`src/rtl/i2s_pkg.sv`:
```
// Shared types and defaults for the I2S receive path.
// Sample width default, receiver state encoding and sample type.
package i2s_pkg;

    localparam int SAMPLE_WIDTH = 24;

    typedef enum logic [1:0] {
        IDLE,
        SHIFT,
        HOLD
    } rx_state_t;

    typedef logic [SAMPLE_WIDTH-1:0] sample_t;

endpackage

```
`src/rtl/i2s_sync.sv`:
```
// Multi-flop synchroniser for asynchronous I2S pins.
// With EDGE=1 the output is a one-cycle rising-edge pulse, else the level.
module i2s_sync #(
    parameter int STAGES = 2,
    parameter int WIDTH  = 1,
    parameter bit EDGE   = 1'b0
) (
    input  logic             clk,
    input  logic             rst_n,
    input  logic [WIDTH-1:0] d,
    output logic [WIDTH-1:0] q
);

    logic [WIDTH-1:0] sr [STAGES];

    always_ff @(posedge clk or negedge rst_n) begin
        if (!rst_n) begin
            for (int i = 0; i < STAGES; i++) sr[i] <= '0;
        end else begin
            sr[0] <= d;
            for (int i = 1; i < STAGES; i++) sr[i] <= sr[i-1];
        end
    end

    generate
        if (EDGE) begin : g_edge
            logic [WIDTH-1:0] hist;
            always_ff @(posedge clk or negedge rst_n) begin
                if (!rst_n) hist <= '0;
                else        hist <= sr[STAGES-1];
            end
            assign q = sr[STAGES-1] & ~hist;
        end else begin : g_level
            assign q = sr[STAGES-1];
        end
    endgenerate

endmodule

```
`src/rtl/i2s_rx.sv`:
```
// I2S receiver: oversamples SCLK/LRCLK/Din on CLK and emits
// left/right sample pairs on a valid/ready stream.
module i2s_rx
    import i2s_pkg::*;
#(
    parameter int SAMPLE_WIDTH = i2s_pkg::SAMPLE_WIDTH,
    parameter int SYNC_STAGES  = 2
) (
    input  logic                    CLK,
    input  logic                    RESET,
    input  logic                    SCLK,
    input  logic                    LRCLK,
    input  logic                    Din,
    input  logic                    enable,
    output logic [SAMPLE_WIDTH-1:0] out_left,
    output logic [SAMPLE_WIDTH-1:0] out_right,
    output logic                    out_valid,
    input  logic                    out_ready,
    output logic                    locked,
    output logic                    overrun,
    input  logic                    overrun_clr
);

    localparam int W  = SAMPLE_WIDTH;
    localparam int CW = $clog2(W + 1);
    localparam logic [CW-1:0] W_C = CW'(W);

    logic sclk_rise;
    logic lr_now;
    logic din;

    i2s_sync #(.STAGES(SYNC_STAGES), .WIDTH(1), .EDGE(1'b1)) u_sclk (
        .clk   (CLK),
        .rst_n (RESET),
        .d     (SCLK),
        .q     (sclk_rise)
    );

    i2s_sync #(.STAGES(SYNC_STAGES), .WIDTH(2), .EDGE(1'b0)) u_lvl (
        .clk   (CLK),
        .rst_n (RESET),
        .d     ({LRCLK, Din}),
        .q     ({lr_now, din})
    );

    rx_state_t     state, state_d;
    logic          lr_prev;
    logic [W-1:0]  shreg, shreg_d;
    logic [CW-1:0] bitcnt, bitcnt_d;
    logic [CW-1:0] bitcnt_inc;
    logic [CW-1:0] pad_sh;
    logic [W-1:0]  shifted;
    logic          lr_edge;
    logic          commit;
    logic [W-1:0]  word;

    assign lr_edge    = sclk_rise && (lr_now != lr_prev);
    assign shifted    = {shreg[W-2:0], din};
    assign bitcnt_inc = bitcnt + 1'b1;
    assign pad_sh     = W_C - bitcnt_inc;
    assign locked     = (state != IDLE);

    always_comb begin
        state_d  = state;
        bitcnt_d = bitcnt;
        shreg_d  = shreg;
        commit   = 1'b0;
        word     = '0;
        if (!enable) begin
            state_d  = IDLE;
            bitcnt_d = '0;
        end else if (sclk_rise) begin
            unique case (state)
                IDLE: begin
                    if (lr_edge) begin
                        state_d  = SHIFT;
                        bitcnt_d = '0;
                    end
                end
                SHIFT: begin
                    if (lr_edge) begin
                        // edge bit is the LSB of the word being closed
                        if (bitcnt != '0) begin
                            commit = 1'b1;
                            word   = shifted << pad_sh;
                        end
                        bitcnt_d = '0;
                    end else begin
                        shreg_d  = shifted;
                        bitcnt_d = bitcnt_inc;
                        if (bitcnt_inc == W_C) begin
                            commit  = 1'b1;
                            word    = shifted;
                            state_d = HOLD;
                        end
                    end
                end
                HOLD: begin
                    if (lr_edge) begin
                        state_d  = SHIFT;
                        bitcnt_d = '0;
                    end
                end
                default: state_d = IDLE;
            endcase
        end
    end

    logic         cm_vld;
    logic         cm_ch;
    logic [W-1:0] cm_word;

    always_ff @(posedge CLK or negedge RESET) begin
        if (!RESET) begin
            state   <= IDLE;
            bitcnt  <= '0;
            shreg   <= '0;
            lr_prev <= 1'b0;
            cm_vld  <= 1'b0;
            cm_ch   <= 1'b0;
            cm_word <= '0;
        end else begin
            state   <= state_d;
            bitcnt  <= bitcnt_d;
            shreg   <= shreg_d;
            if (sclk_rise) lr_prev <= lr_now;
            cm_vld  <= commit;
            cm_ch   <= lr_prev;
            cm_word <= word;
        end
    end

    logic         have_left;
    logic [W-1:0] left_hold;
    logic         pair;
    logic         load;

    assign pair = cm_vld && cm_ch && have_left;
    assign load = pair && (!out_valid || out_ready);

    always_ff @(posedge CLK or negedge RESET) begin
        if (!RESET) begin
            have_left <= 1'b0;
            left_hold <= '0;
            out_left  <= '0;
            out_right <= '0;
            out_valid <= 1'b0;
            overrun   <= 1'b0;
        end else begin
            if (!enable) begin
                have_left <= 1'b0;
            end else if (cm_vld) begin
                if (!cm_ch) begin
                    left_hold <= cm_word;
                    have_left <= 1'b1;
                end else begin
                    have_left <= 1'b0;
                end
            end
            if (load) begin
                out_left  <= left_hold;
                out_right <= cm_word;
                out_valid <= 1'b1;
            end else if (out_ready) begin
                out_valid <= 1'b0;
            end
            if (pair && out_valid && !out_ready) overrun <= 1'b1;
            else if (overrun_clr)                overrun <= 1'b0;
        end
    end

endmodule
```
`config.mk`:
```
export PLATFORM = sky130hd
export DESIGN_NAME = i2s_rx
export DESIGN_NICKNAME = d
export VERILOG_FILES = /design/src/rtl/i2s_pkg.sv /design/src/rtl/i2s_sync.sv /design/src/rtl/i2s_rx.sv
export SDC_FILE = /design/constraint.sdc
export NUM_CORES = 1
export LEC_CHECK = 0
export CORE_UTILIZATION = 45
export DETAILED_ROUTE_END_ITERATION = 8
export HOLD_SLACK_MARGIN = 0.05
export SLEW_MARGIN = 20
export SYNTH_ARGS = -nofsm -noshare
export SYNTH_HDL_FRONTEND = slang
export SYNTH_SLANG_ARGS = --single-unit
```
`constraint.sdc`:
```
create_clock -name CLK -period 3.7 [get_ports CLK]
set_clock_uncertainty 0.05 [all_clocks]
set_input_delay 0.555 -clock CLK [delete_from_list [all_inputs] [get_ports CLK]]
set_output_delay 0.555 -clock CLK [all_outputs]
set_load 0.05 [all_outputs]
```
# Yosys cells after proc, flatten, opt, wreduce, memory -nomap -nowiden
# Cells that the tools add are included.
op_classes:
  add_sub_neg: 2
  shift: 1
  bitwise_logic: 4
  n_reduce_logical: 19
  n_eq_ne: 10
  n_mux: 30
op_table:
  columns: ["operator", "count"]
  rows:
  - ["24-bit two-way mux", 6]
  - ["24-bit by 5-bit left shift with 24-bit output", 1]
  - ["5-bit two-way mux", 4]
  - ["1-bit two-way mux", 13]
  - ["2-bit two-way mux", 5]
  - ["5-bit case mux with 2 select lines", 1]
  - ["4-bit AND reduction", 2]
  - ["1-bit logical AND", 6]
  - ["3-bit by 2-bit != test with 1-bit output, second input constant", 2]
  - ["3-bit != test, second input constant", 2]
  - ["3-bit AND reduction", 2]
  - ["2-bit nonzero test", 3]
  - ["5-bit by 1-bit adder with 5-bit output, second input constant", 1]
  - ["5-bit equality test, second input constant", 1]
  - ["5-bit nonzero test", 1]
  - ["5-bit subtractor, first input constant", 1]
  - ["2-bit by 1-bit != test with 1-bit output, second input constant", 2]
  - ["2-bit case mux with 2 select lines", 1]
  - ["1-bit inverter", 3]
  - ["2-bit by 1-bit equality test with 1-bit output, second input constant", 1]
  - ["2-bit equality test, second input constant", 1]
  - ["1-bit zero test", 2]
  - ["2-bit zero test", 1]
  - ["2-bit OR reduction", 1]
  - ["3 further kinds", 3]
totals:
  output_inout_bits: 51
  register_bits: 139
  inputBits: 8
  elab_cells: 84

# Logic depth before layout (Yosys ltp)
logic_depth:
  depth_word: 8
  depth_mapped: 12
  depth_no_buf: 8

# Cells and area by module
# A second synthesis with hierarchy kept.
hier_totals:
  hier_cells: 532
  area_unflattened_um2: 6784.0
modules_own_cells:
  columns: ["mod", "cells_each", "instances", "seq_area_each_um2", "area_per_inst_um2"]
  rows:
  - ["i2s_rx", 522, 1, 3303.2, 6580.1]
  - ["i2s_sync (u_lvl)", 6, 1, 100.1, 115.1]
  - ["i2s_sync (u_sclk)", 4, 1, 75.1, 88.8]

# Worst setup path after synthesis
# No wires, ideal clock.
synth_timing:
  path_kind: "flip-flop to flip-flop"
  from: "reg bitcnt[0]"
  to: "reg cm_word[23]"
  path_stages_with_launch: 9
  setup_ns: 0.126
  slack_ns: 1.149
  required_ns: 3.524
  arrival_ns: 2.375
  path_buffers: 3
  period_less_slack_ns: 2.551
  path_cell_list: "dfrtp_1 > buf_4 > inv_2 > ha_1 > buf_4 > buf_8 > mux2_2 > mux4_2 > a221o_1"
synth_between:
  elab_chain_cells: 8
  elab_cells_between_ends: 11
  cone_classes: "2 x add/sub; 1 x eq/ne; 1 x shift; 6 x mux; 1 x reduce/logical"
synth_rtl:
  columns: ["item", "line", "text"]
  rows:
  - ["start: declaration", "i2s_rx.sv:49", "logic [CW-1:0] bitcnt, bitcnt_d;"]
  - ["start signal: assignment", "i2s_rx.sv:124", "bitcnt <= bitcnt_d;"]
  - ["5-bit by 1-bit adder with 5-bit output", "i2s_rx.sv:59", "assign bitcnt_inc = bitcnt + 1'b1;"]
  - ["5-bit subtractor", "i2s_rx.sv:60", "assign pad_sh = W_C - bitcnt_inc;"]
  - ["24-bit by 5-bit left shift with 24-bit output", "i2s_rx.sv:85", "word = shifted << pad_sh;"]
  - ["24-bit two-way mux", "i2s_rx.sv:83", "if (bitcnt != '0) begin"]
  - ["24-bit two-way mux *", "i2s_rx.sv:81", "if (lr_edge) begin"]
  - ["24-bit two-way mux *", "i2s_rx.sv:73", "unique case (state)"]
  - ["24-bit two-way mux *", "i2s_rx.sv:72", "end else if (sclk_rise) begin"]
  - ["24-bit two-way mux *", "i2s_rx.sv:69", "if (!enable) begin"]
  - ["named net word[23]", "i2s_rx.sv:55", "logic [W-1:0] word;"]
  - ["end signal: assignment", "i2s_rx.sv:129", "cm_word <= word;"]
  - ["end: declaration", "i2s_rx.sv:111", "logic [W-1:0] cm_word;"]
# Mark *: on every way through the listed nets, which the timed path passes. The rest lies on a longest branch.
# A chain may end at the register's enable or synchronous reset.

# Final worst setup path
layout_timing:
  from: "reg bitcnt[1]"
  to: "reg cm_word[23]"
# The elaborated chain is that of the path after synthesis.

==> impl_metrics.py <==
metrics = {
    "global_route": {
        "first_global_vias": 4313,
        "use_met3": 0.0448,
        "antenna_found_initial": 0,
        "grt_pass1_wl_um": 24700,
        "grt_remaining_overflow": 0,
        "grtUsageMet2": 0.300,
        "grt-busiest-layer": "met1",
        "track_usage": 0.207,
        "grt_max_degree": 75,
        "met1_usage": 0.301,
    },
    "timing": {
        "setup-violations-final": 0,
        "post-route-min-period_ns": 2.91,
        "fin_crit_sh": 0.787,
        "final_hold_viol_count": 0,
        "fmax_mhz": 343,
        "rsz0062_at_grt": "no",
        "slew_headroom": 0.480,
        "max_slew.worst_pin.slew_ns": 0.779,
        "drv_slew": 0,
        "fin_tns_setup_ns": 0,
    },
    "finish": {
        "fin_cells": 771,
        "n_antenna_cell": 0,
        "final_cell_area_um2": 8030,
        "drive_above_1_share": 0.303,
        "fillers": 1219,
        "syn2layout_area_growth_pct": 19.4,
        "final_nets": 584,
    },
    "run": {
        "max_cap_viol_count": 0,
    },
    "pwr": {
        "power_leakage_nw": 3.55,
        "power.density_nw_per_um2": 406,
        "vdd_drop_max_uv": 269,
    },
    "cts": {
        "cts_buffer_depth": 2,
        "post_cts_buffers": 0,
        "cts_root_buffer": "clkbuf_16",
        "cts_resized": 0,
        "h-tree-depth": 4,
        "clock-sinks": 139,
        "cts.clk_slew.worst_paths_ns": 0.06,
        "clk_latency_ns": 0.43,
        "cts_tree": "built",
        "cts_hold_buf": 0,
        "cts_buffers": 17,
    },
    "die": {
        "core_um2": 14500,
        "rows": 44,
        "die_w_um": 124,
        "io_pins": 59,
        "die_h_um": 124,
        "dieArea_um2": 15400,
        "start_util": 0.462,
    },
    "place": {
        "dpl.hpwl_um": 10500,
        "portBuffers": 58,
        "place_area_um2": 7470,
        "gp_congestion": 0.923,
        "dp_cells": 739,
    },
    "synth": {
        "synth-edff-count": 0,
        "synth_cells": 514,
        "ys_async_sr_fraction": 1.00,
        "synth_area_um2": 6720,
        "syn_avg_cell_area_um2": 13.1,
        "syn_nets": 524,
        "yosysWarnings": 0,
        "ys_seq_area_frac": 0.517,
        "synth_cell_type_count": 60,
        "ys_ff_latch": 139,
        "synth_flop_cell": "dfrtp_1",
    },
    "worst_setup_path": {
        "cp_slowest_cell": "ha_2",
        "required_ns": 3.95,
        "path_cells": "inv_1 -> ha_2 -> buf_12 -> mux4_2 -> mux2i_1 -> mux2_2 -> nor2_1 -> a221o_1",
        "crit_type": "reg -> reg",
        "r2r_slack_ns": 0.79,
        "critical_path.startpoint_type": "flip-flop",
        "rr_endpoint": "cm_word[23]",
        "arrival_ns": 3.17,
        "reg2reg_from": "bitcnt[1]",
        "rr_worst_depth": 8,
        "worstPathMaxFanout": 26,
        "crit_buf_inv": 2,
        "critPathMaxStageDelay_ns": 0.61,
        "end_kind": "flip-flop",
        "crit_family": "multiplexers",
    },
    "outcome": {
        "status": "completed",
    },
    "route": {
        "drt_wl_total_um": 14900,
        "vias": 4352,
        "drcViolationCount": 0,
        "wl_per_cell_um": 19.3,
        "dr.pass1.iters": 5,
        "drt_iter0_drc": 408,
        "ant_nets": 0,
        "vias_per_cell": 5.64,
    },
    "min_path": {
        "min_path_type": "in -> async",
    },
}
report_power, final:
group          switching (mW)  internal [mW]  total, mW
sequential             0.0145           1.53       1.55
clock                   0.657          0.943       1.60
combinational          0.0761         0.0387      0.115
total                   0.748           2.51       3.26
through the flow:
stage	hold WS (ns)	utilization	worst slack, ns	power [mW]
after global placement	0.283	0.514	0.841	1.69
after floorplan	0.209	-	1.15	1.63
final	0.101	0.552	0.787	3.26
after global routing	0.167	0.552	0.508	3.38
after CTS	0.128	0.552	0.838	3.30
after detailed placement	0.286	0.514	0.859	1.69
state kept, by name (all words and copies together), names as in the netlist, 2 cells and up:
register,flops
cm_word,24
left_hold,24
out_left,24
out_right,24
shreg,23
bitcnt,5
state,2
u_lvl.q,2
u_lvl.sr,2
u_sclk.sr,2
per-layer routing:
| layer | wire length, um | share of wire |
|---|---|---|
| met1 | 7090 | 0.48 |
| met2 | 6720 | 0.45 |
| met3 | 792 | 0.053 |
| met4 | 258 | 0.017 |
| met5 | 0 | 0 |
cells by family after synthesis:
kind of cell / Yosys count / share of synthesized area
fa+ha+maj: 2 / 0.00372
xor+xnor: 7 / 0.0125
compound gates: 71 / 0.0704
flops: 139 / 0.517
mux: 154 / 0.285
simple gates: 105 / 0.0791
buf+inv: 36 / 0.0318
synthesized netlist by cell type (2+ instances only):
cell,instances,area [um^2]
dfrtp_1,139,3480
mux2_2,104,1170
nor2_1,30,113
mux2i_1,29,290
nand2_1,26,97.6
mux4_2,19,428
o21ai_0,15,75.1
a21oi_1,14,70.1
nand3_1,13,65.1
buf_2,9,45.0
a22oi_1,8,60.1
inv_1,7,26.3
a211oi_1,6,45.0
buf_6,6,67.6
clkbuf_1,6,22.5
nand2b_1,6,37.5
o211ai_1,5,37.5
nor2b_1,4,25.0
o22ai_1,4,25.0
a221o_1,3,30.0
and2_1,3,18.8
and3_1,3,18.8
buf_1,3,11.3
buf_4,3,22.5
nand3b_1,3,22.5
o211a_1,3,30.0
a21o_1,2,15.0
a31oi_1,2,12.5
ha_1,2,25.0
nand4_1,2,12.5
nor3_1,2,10.0
o21ai_1,2,10.0
xnor2_1,2,17.5
xnor2_2,2,32.5
xor2_1,2,17.5
layout by cell type, fill, tap and decap left out, drive strengths merged, types with 6 or more instances in the layout:
cell,n
clkbuf,19
a211oi,6
nand2,26
clkdlybuf4s50,57
o211ai,6
a22oi,8
dfrtp,139
inv,10
nand2b,6
nand3,13
nor2,30
clkinv,8
mux2i,29
mux4,19
mux2,106
o21ai,17
a21oi,14
buf,12
worst max-delay path by stage:
stage / endpoint / cells past startpoint / from
4_1_cts: cm_word[23] / 8 / bitcnt[1]
3_3_place_gp: cm_word[23] / 8 / bitcnt[1]
2_1_floorplan: cm_word[23] / 8 / bitcnt[0]
6_report: cm_word[23] / 8 / bitcnt[1]
3_5_place_dp: cm_word[23] / 8 / bitcnt[1]
5_1_grt: cm_word[20] / 8 / bitcnt[1]
final cells by class:
type / instances / area, um^2 / area share
Inverter: 8 / 30.0 / 0.00374
Clock buffer: 19 / 443 / 0.0552
Clock inverter: 13 / 118 / 0.0147
Tap cell: 184 / 230 / 0.0287
Sequential cell: 139 / 3480 / 0.433
Multi-Input combinational cell: 339 / 3040 / 0.379
Timing Repair Buffer: 69 / 689 / 0.0859
Power figures use the tool's default switching activity.
